==> src/rtl/debounced_button_array.sv <==
// Multi-channel button front end: per-channel synchroniser, polarity fix, debounce,
// and registered press / release / long-press event pulses.
module debounced_button_array #(
  parameter int CHANNELS         = 4,
  parameter int DEBOUNCE_CYCLES  = 100,
  parameter int LONGPRESS_CYCLES = 50000,
  parameter int SYNC_STAGES      = 2,
  parameter int ACTIVE_LOW       = 1
) (
  input  logic                clk,
  input  logic                rst,
  input  logic [CHANNELS-1:0] in,
  output logic [CHANNELS-1:0] level,
  output logic [CHANNELS-1:0] pressed,
  output logic [CHANNELS-1:0] released,
  output logic [CHANNELS-1:0] long_press
);

  localparam int              DW        = $clog2(DEBOUNCE_CYCLES + 1);
  localparam logic [DW-1:0]   DB_LAST   = DW'(DEBOUNCE_CYCLES - 1);
  localparam logic            IDLE_PIN  = (ACTIVE_LOW != 0);
  localparam int              HW        = (LONGPRESS_CYCLES > 0) ? $clog2(LONGPRESS_CYCLES + 1) : 1;
  localparam logic [HW-1:0]   HOLD_LAST = HW'((LONGPRESS_CYCLES > 0) ? LONGPRESS_CYCLES - 1 : 0);

  if (CHANNELS < 1) begin : g_bad_channels
    $error("debounced_button_array: CHANNELS must be >= 1");
  end
  if (DEBOUNCE_CYCLES < 1) begin : g_bad_debounce
    $error("debounced_button_array: DEBOUNCE_CYCLES must be >= 1");
  end
  if (SYNC_STAGES < 2) begin : g_bad_sync
    $error("debounced_button_array: SYNC_STAGES must be >= 2");
  end

  genvar gi;
  generate
    for (gi = 0; gi < CHANNELS; gi++) begin : g_ch
      logic [SYNC_STAGES-1:0] sync_reg;
      logic [DW-1:0]          db_cnt_reg;
      logic                   level_reg;
      logic                   pressed_reg;
      logic                   released_reg;
      logic                   sample;
      logic                   flip;

      always_ff @(posedge clk) begin
        if (rst) begin
          sync_reg <= {SYNC_STAGES{IDLE_PIN}};
        end else begin
          sync_reg <= {sync_reg[SYNC_STAGES-2:0], in[gi]};
        end
      end

      assign sample = sync_reg[SYNC_STAGES-1] ^ IDLE_PIN;
      // The level toggles on the edge where the disagreement has lasted DEBOUNCE_CYCLES samples.
      assign flip   = (sample != level_reg) && (db_cnt_reg == DB_LAST);

      always_ff @(posedge clk) begin
        if (rst) begin
          db_cnt_reg   <= '0;
          level_reg    <= 1'b0;
          pressed_reg  <= 1'b0;
          released_reg <= 1'b0;
        end else begin
          pressed_reg  <= flip && !level_reg;
          released_reg <= flip && level_reg;
          if ((sample == level_reg) || flip) begin
            db_cnt_reg <= '0;
          end else begin
            db_cnt_reg <= db_cnt_reg + DW'(1);
          end
          if (flip) begin
            level_reg <= !level_reg;
          end
        end
      end

      assign level[gi]    = level_reg;
      assign pressed[gi]  = pressed_reg;
      assign released[gi] = released_reg;

      if (LONGPRESS_CYCLES > 0) begin : g_long
        logic [HW-1:0] hold_reg;
        logic          fired_reg;
        logic          long_reg;

        // Counting stops once fired, so the hold counter never exceeds LONGPRESS_CYCLES.
        always_ff @(posedge clk) begin
          if (rst) begin
            hold_reg  <= '0;
            fired_reg <= 1'b0;
            long_reg  <= 1'b0;
          end else begin
            long_reg <= 1'b0;
            if (!level_reg) begin
              hold_reg  <= '0;
              fired_reg <= 1'b0;
            end else if (!fired_reg) begin
              if ((hold_reg == HOLD_LAST) && !flip) begin
                long_reg  <= 1'b1;
                fired_reg <= 1'b1;
              end
              hold_reg <= hold_reg + HW'(1);
            end
          end
        end

        assign long_press[gi] = long_reg;
      end else begin : g_no_long
        assign long_press[gi] = 1'b0;
      end
    end
  endgenerate

endmodule

==> config.mk <==
export PLATFORM = sky130hd
export DESIGN_NAME = debounced_button_array
export DESIGN_NICKNAME = d
export VERILOG_FILES = /design/src/rtl/debounced_button_array.sv
export SDC_FILE = /design/constraint.sdc
export NUM_CORES = 1
export LEC_CHECK = 0
export ABC_AREA = 0
export CORE_MARGIN = 2
export CORE_UTILIZATION = 40
export DETAILED_ROUTE_END_ITERATION = 6
export GPL_TIMING_DRIVEN = 0
export HOLD_SLACK_MARGIN = 0.1
export PLACE_DENSITY_LB_ADDON = 0.1
export SYNTH_ARGS = -nofsm -noshare
export SYNTH_HDL_FRONTEND = slang
export SYNTH_SLANG_ARGS = --single-unit
==> constraint.sdc <==
create_clock -name clk -period 1.8 [get_ports clk]
set_clock_uncertainty 0.2 [all_clocks]
set_input_delay 0.45 -clock clk [delete_from_list [all_inputs] [get_ports clk]]
set_output_delay 0.45 -clock clk [all_outputs]
set_load 0.03 [all_outputs]
==> results.json <==
{
  "status": "complete, but fails checks",
  "violations": "setup timing",
  "synth_cell_type_count": 45,
  "worstPathRequired_ns": 1.88,
  "gr-total-overflow": 0,
  "start_util": 0.406,
  "dpl_cell_area_um2": 5510,
  "grt_pass1_vias": 3629,
  "seq_area_frac_synth": 0.472,
  "reg2reg_depth": 4,
  "rsz0062_at_grt": "true",
  "htree_levels": 4,
  "avgSynthCellArea_um2": 9.08,
  "antenna_cells": 0,
  "die_h_um": 117,
  "drc": 0,
  "p_int_w": 0.00518,
  "max_stage_delay_ns": 0.49,
  "synth-warning-count": 0,
  "startpoint_type": "register",
  "finalWeightedCongestion": 0.785,
  "drt_iter0_drc": 177,
  "via_per_inst": 4.83,
  "final_cell_mix": "104 x nor2_1, 96 x dfxtp_1, 39 x xnor2_1",
  "dpl_worst_slack_ns": -0.790,
  "io_pins": 22,
  "holdCritPathClass": "reg -> reg",
  "seqPwrFrac": 0.421,
  "cts_made_buffers": 17,
  "relSlewSlack": 0.674,
  "dieArea_um2": 13600,
  "finalPower_w": 0.00635,
  "largest_reg_flops": 64,
  "combPwrFrac": 0.007,
  "worstPathArrival_ns": 1.90,
  "insertion_delay_ns": 0.41,
  "period_share": 1.01,
  "crit_fanout": 3,
  "drive_gt1_frac": 0.252,
  "critPathCaptureType": "register",
  "portBuffers": 21,
  "drt_wl_total_mm": 9.86,
  "p_leak_nw": 2.17,
  "via_count": 3813,
  "syn_inst": 560,
  "switching_share": 0.185,
  "ant_nets": 0,
  "setup_slack_ns": -0.0217,
  "synth.area.top_cells": "dfxtp_1 47%, nor2_1 7.7%, xnor2_1 6.7%",
  "synth_top_area_share": 0.472,
  "antenna_found_initial": 0,
  "hold_depth": 1,
  "path_clk_slew_ns": 0.05,
  "avgRoutedWirePerCell_um": 12.5,
  "dp_cells": 753,
  "firstDrtPassIters": 4,
  "crit_slowest_cell": "or4b_4",
  "clock-sinks": 120,
  "cts_tree": "done",
  "grt_max_degree": 17,
  "nNetsFinal": 619,
  "fmax_mhz": 549,
  "worstSetupPathType": "reg -> reg",
  "ys_ff_latch": 120,
  "areaGrowthSynthToFinish_pct": 26.5,
  "drv_cap": 0,
  "fillerInstances": 1217,
  "min_period_ns": 1.82,
  "pwr_density_cell_nw_per_um2": 988,
  "maxSlewViolCount": 0,
  "rows": 41,
  "grt_use_total": 0.154,
  "yosysTopAreaCell": "dfxtp_1",
  "irDropWorstVdd_uv": 627,
  "seq_area_um2": 2440,
  "synth-async-reset-ratio": 0,
  "setup_viol": 1,
  "synth_edf_count": 0,
  "layout.cells.non_filler": 790,
  "cts_buffer_depth": 2,
  "syn-cell-area_um2": 5080,
  "final_common_cell": "nor2_1",
  "worst_pin_slew_ns": 0.488,
  "switchingPower_w": 0.00117,
  "multi_input_area_um2": 2600,
  "dp_hpwl_mm": 6.35,
  "final_hold_viol_count": 0,
  "grt_pass1_wl_mm": 16.4,
  "cts-root-buf": "clkbuf_16",
  "path_cells": "or4b_4 > or3_4 > nand4_1 > a21oi_1",
  "ys.flop_type": "dfxtp_1",
  "die_w_um": 117,
  "synth_nets": 574,
  "core_um2": 12500,
  "clock_power_share": 0.573,
  "stdcell_area_um2": 6430
}
[what timing repair did]
action,CTS,global route
endpoints found under the setup margin,91,74
hold buffers,0,0
pin swaps,7,10
resized for setup,79,55
buffers inserted,9,3
gates cloned,0,0
[synthesized netlist by cell type (2+ instances only)]
master	number
a211oi_1	5
a21oi_1	12
and3_1	7
and3b_1	3
and4_1	2
and4b_1	2
buf_2	2
buf_4	17
clkbuf_1	14
dfxtp_1	120
ha_1	8
inv_1	17
mux2_2	2
mux2i_1	4
nand2_1	25
nand2b_1	4
nand3_1	21
nand4_1	22
nand4b_1	8
nor2_1	104
nor2b_1	5
nor3_1	20
nor4_1	9
nor4b_1	6
o21ai_0	8
or2_2	8
or3_1	12
or4_1	3
or4b_1	5
xnor2_1	39
xor2_1	32
[worst paths after layout]
path | startpoint | endpoint | slack (ns)
setup / recovery | g_ch[2].db_cnt_reg[5]$_SDFF_PP0_ | g_ch[2].g_long.fired_reg$_SDFF_PP0_ | -0.02
hold / removal | g_ch[2].sync_reg[0]$_SDFF_PP1_ | g_ch[2].sync_reg[1]$_SDFF_PP1_ | 0.20
setup reg to reg | g_ch[2].db_cnt_reg[5]$_SDFF_PP0_ | g_ch[2].g_long.fired_reg$_SDFF_PP0_ | -0.02
hold reg to reg | g_ch[2].sync_reg[0]$_SDFF_PP1_ | g_ch[2].sync_reg[1]$_SDFF_PP1_ | 0.20
[power groups by stage]
stage          combinational [W]  sequential [W]  clock, W
3_5_place_dp           0.0000442         0.00273         0
5_1_grt                0.0000490         0.00267   0.00383
2_1_floorplan          0.0000231         0.00273         0
3_3_place_gp           0.0000437         0.00273         0
6_report               0.0000438         0.00267   0.00364
4_1_cts                0.0000436         0.00267   0.00372
[cell families (layout without fill, tap and decap cells)]
family          Yosys count  after routing  share of synthesized area
fa+ha+maj                 8              8                     0.0197
simple gates            273            273                      0.284
flops                   120            120                      0.472
mux                       6              6                     0.0123
buf+inv                  53            111                     0.0556
xor+xnor                 71             71                      0.122
compound gates           29             29                     0.0340
[per-stage QoR]
stage / utilization / setup TNS (ns) / hold slack [ns]
after floorplan: - / 0 / 0.189
after global placement: 0.441 / -49.48 / 0.194
after detailed placement: 0.441 / -51.34 / 0.192
after CTS: 0.501 / -0.0112 / 0.206
after global routing: 0.514 / -0.172 / 0.221
final: 0.514 / -0.0217 / 0.201
[critical path, delay by kind of cell, from the launching register on]
family          cells  cell delay (ns)
flops               1             0.37
compound gates      1             0.08
simple gates        3             1.04
[cell type report]
class                           count  area share
Inverter                           17     0.00992
Sequential cell                   120       0.379
Buffer                             29      0.0309
Timing Repair Buffer               33      0.0422
Tap cell                          172      0.0335
Clock inverter                      8      0.0218
Multi-Input combinational cell    387       0.405
Clock buffer                       24      0.0780
[layer usage]
layer / up-vias / GRT usage / share of wire
met5: - / 0 / 0
met4: 0 / 0.0847 / 0.017
met3: 14 / 0.0374 / 0.024
met2: 33 / 0.240 / 0.45
met1: 1779 / 0.197 / 0.51
li1: 1987 / - / -
(Power assumes the default switching activity.)
==> patch (same settings) <==
Make the reset (`rst`) asynchronous in 3 clocked blocks.
--- a/src/rtl/debounced_button_array.sv
+++ b/src/rtl/debounced_button_array.sv
@@ -45,3 +45,3 @@
 
-      always_ff @(posedge clk) begin
+      always_ff @(posedge clk or posedge rst) begin
         if (rst) begin
@@ -57,3 +57,3 @@
 
-      always_ff @(posedge clk) begin
+      always_ff @(posedge clk or posedge rst) begin
         if (rst) begin
@@ -87,3 +87,3 @@
         // Counting stops once fired, so the hold counter never exceeds LONGPRESS_CYCLES.
-        always_ff @(posedge clk) begin
+        always_ff @(posedge clk or posedge rst) begin
           if (rst) begin
Behaviour: same outputs for any inputs over 10 cycles, from zero or initial values and one cycle with rst high; that may be too few to reach the edited logic, so the function may still have changed.
==> patch against the unedited design <==
The run still ends with negative setup slack left; highest routed layer unchanged; design area increased by 14%; wire length up 13%; hold slack got worse by 47 ps; largest cell class is now flip-flops and latches; global-route usage grew 0.41 points; first-iteration DRC count decreased by 13%; sequential cell count is the same; area after synthesis up 10%; critical endpoint is now g_ch[0].g_long.hold_reg[15]$_DFFE_PP0P_; core utilization grew 2.0 points; fmax fell by 6.3%; via count rose by 7.4%; setup slack worse by 120 ps.
Power is not compared: it rests on default switching activity, and its combinational part moved more than twofold at a synthesized area within 25%.
==> patch: results (changes against the unedited design) <==
status=complete, but fails checks (unchanged); failing checks=negative setup slack (unchanged); RR Startpoint=g_ch[0].level_reg$_DFFE_PP0N_ (was g_ch[2].db_cnt_reg[5]$_SDFF_PP0_); Async S/R FF share, synth=100% (was 0%); Avg Vias per Cell=5.00 (was 4.83); # nets final=640 (was 619); setup ws final=-145 ps (was -21.7 ps); Commonest cells post-synth=dfrtp_1, nor2_1, xnor2_1 (was dfxtp_1, nor2_1, xnor2_1); dpl hpwl=6.93 mm (was 6.35 mm); WHS Endpoint=g_ch[3].sync_reg[1]$_DFF_PP1_ (was g_ch[2].sync_reg[1]$_SDFF_PP1_); Main synth FF type=dfrtp_1 (was dfxtp_1); largest net degree at the start of global routing=32 (was 17); # fillers=1233 (was 1217); Worst R2R Path Depth=5 (was 4); Initial DRC Count=154 (was 177); DP Area=6200 sq um (was 5510 sq um); Yosys cell types=42 (was 45); GRT Overall Usage=15.9% (was 15.4%); syn avg cell area=10.3 sq um (was 9.08 sq um); vias in the first global route=3994 (was 3629); fraction of layout instances using a drive strength above 1=29.0% (was 25.2%); vias=4097 (was 3813); final setup fails=8 (was 1); syn_nets=561 (was 574); Area contributors post-synth=dfrtp_1, xnor2_1, nor2_1, xor2_1, dfstp_2 (was dfxtp_1, nor2_1, xnor2_1, xor2_1, nand4_1); register area share after synthesis=53.7% (was 47.2%); min-delay src=g_ch[3].sync_reg[0]$_DFF_PP1_ (was g_ch[2].sync_reg[0]$_SDFF_PP1_); critical path arrival=2080 ps (was 1900 ps); first-pass GRT wire length=18.7 mm (was 16.4 mm); slew margin rel.=38.4% (was 67.4%); Min-Delay Path Depth=0 (was 1)
## patch: changes by cell type in the layout (fill, tap and decap cells not counted), moves of 8 or more
cell	delta
dfxtp_1	-96
inv_1	-10
dfstp_2	+8
nor2_1	-20
nand2_1	+9
and3_1	+9
dfrtp_1	+107
clkdlybuf4s15_2	-8
buf_4	+21
or2_2	-8
nor3_1	-10
dfxtp_2	-22
## patch: layout make-up
cell class	count	area [sq um]	share of cell area, %
Clock inverter	12	196	2.67
Tap cell	180	225	3.07
Sequential cell	120	3020	41.1
Timing Repair Buffer	64	512	6.97
Inverter	11	45.0	0.613
Clock buffer	20	467	6.35
Multi-Input combinational cell	386	2700	36.7
Timing Repair inverter	1	5.00	0.0681
Buffer	25	180	2.45
## patch: what timing repair did
| item | CTS | global route |
|---|---|---|
| setup endpoints to repair | 82 | 67 |
| pin swaps | 18 | 14 |
| resized for setup | 102 | 46 |
| setup buffers | 23 | 17 |
| cloned | 1 | 0 |
## patch: through the flow
step	setup slack, ps	util [%]	hold WS, ps	power [mW]
after floorplan	-313	-	145	2.89
final	-145	53.3	154	6.67
after CTS	-204	51.2	155	6.76
after global placement	-1470	44.6	148	2.93
after global routing	-222	53.3	162	6.92
after detailed placement	-531	45.0	147	2.95
## patch: layer usage
metal	up-vias	GRT usage, %	part of all wire [%]
met1	1998	20.0	47
met4	0	7.11	1.6
met2	41	25.3	49
met3	12	4.51	2.7
met5	-	0	0
li1	2046	-	-
## patch: cells by family after synthesis
family | after synthesis | share of synthesized area, %
flops | 120 | 53.7
simple gates | 261 | 24.3
fa+ha+maj | 8 | 1.78
mux | 7 | 1.25
buf+inv | 41 | 4.15
xor+xnor | 64 | 9.99
compound gates | 46 | 4.84
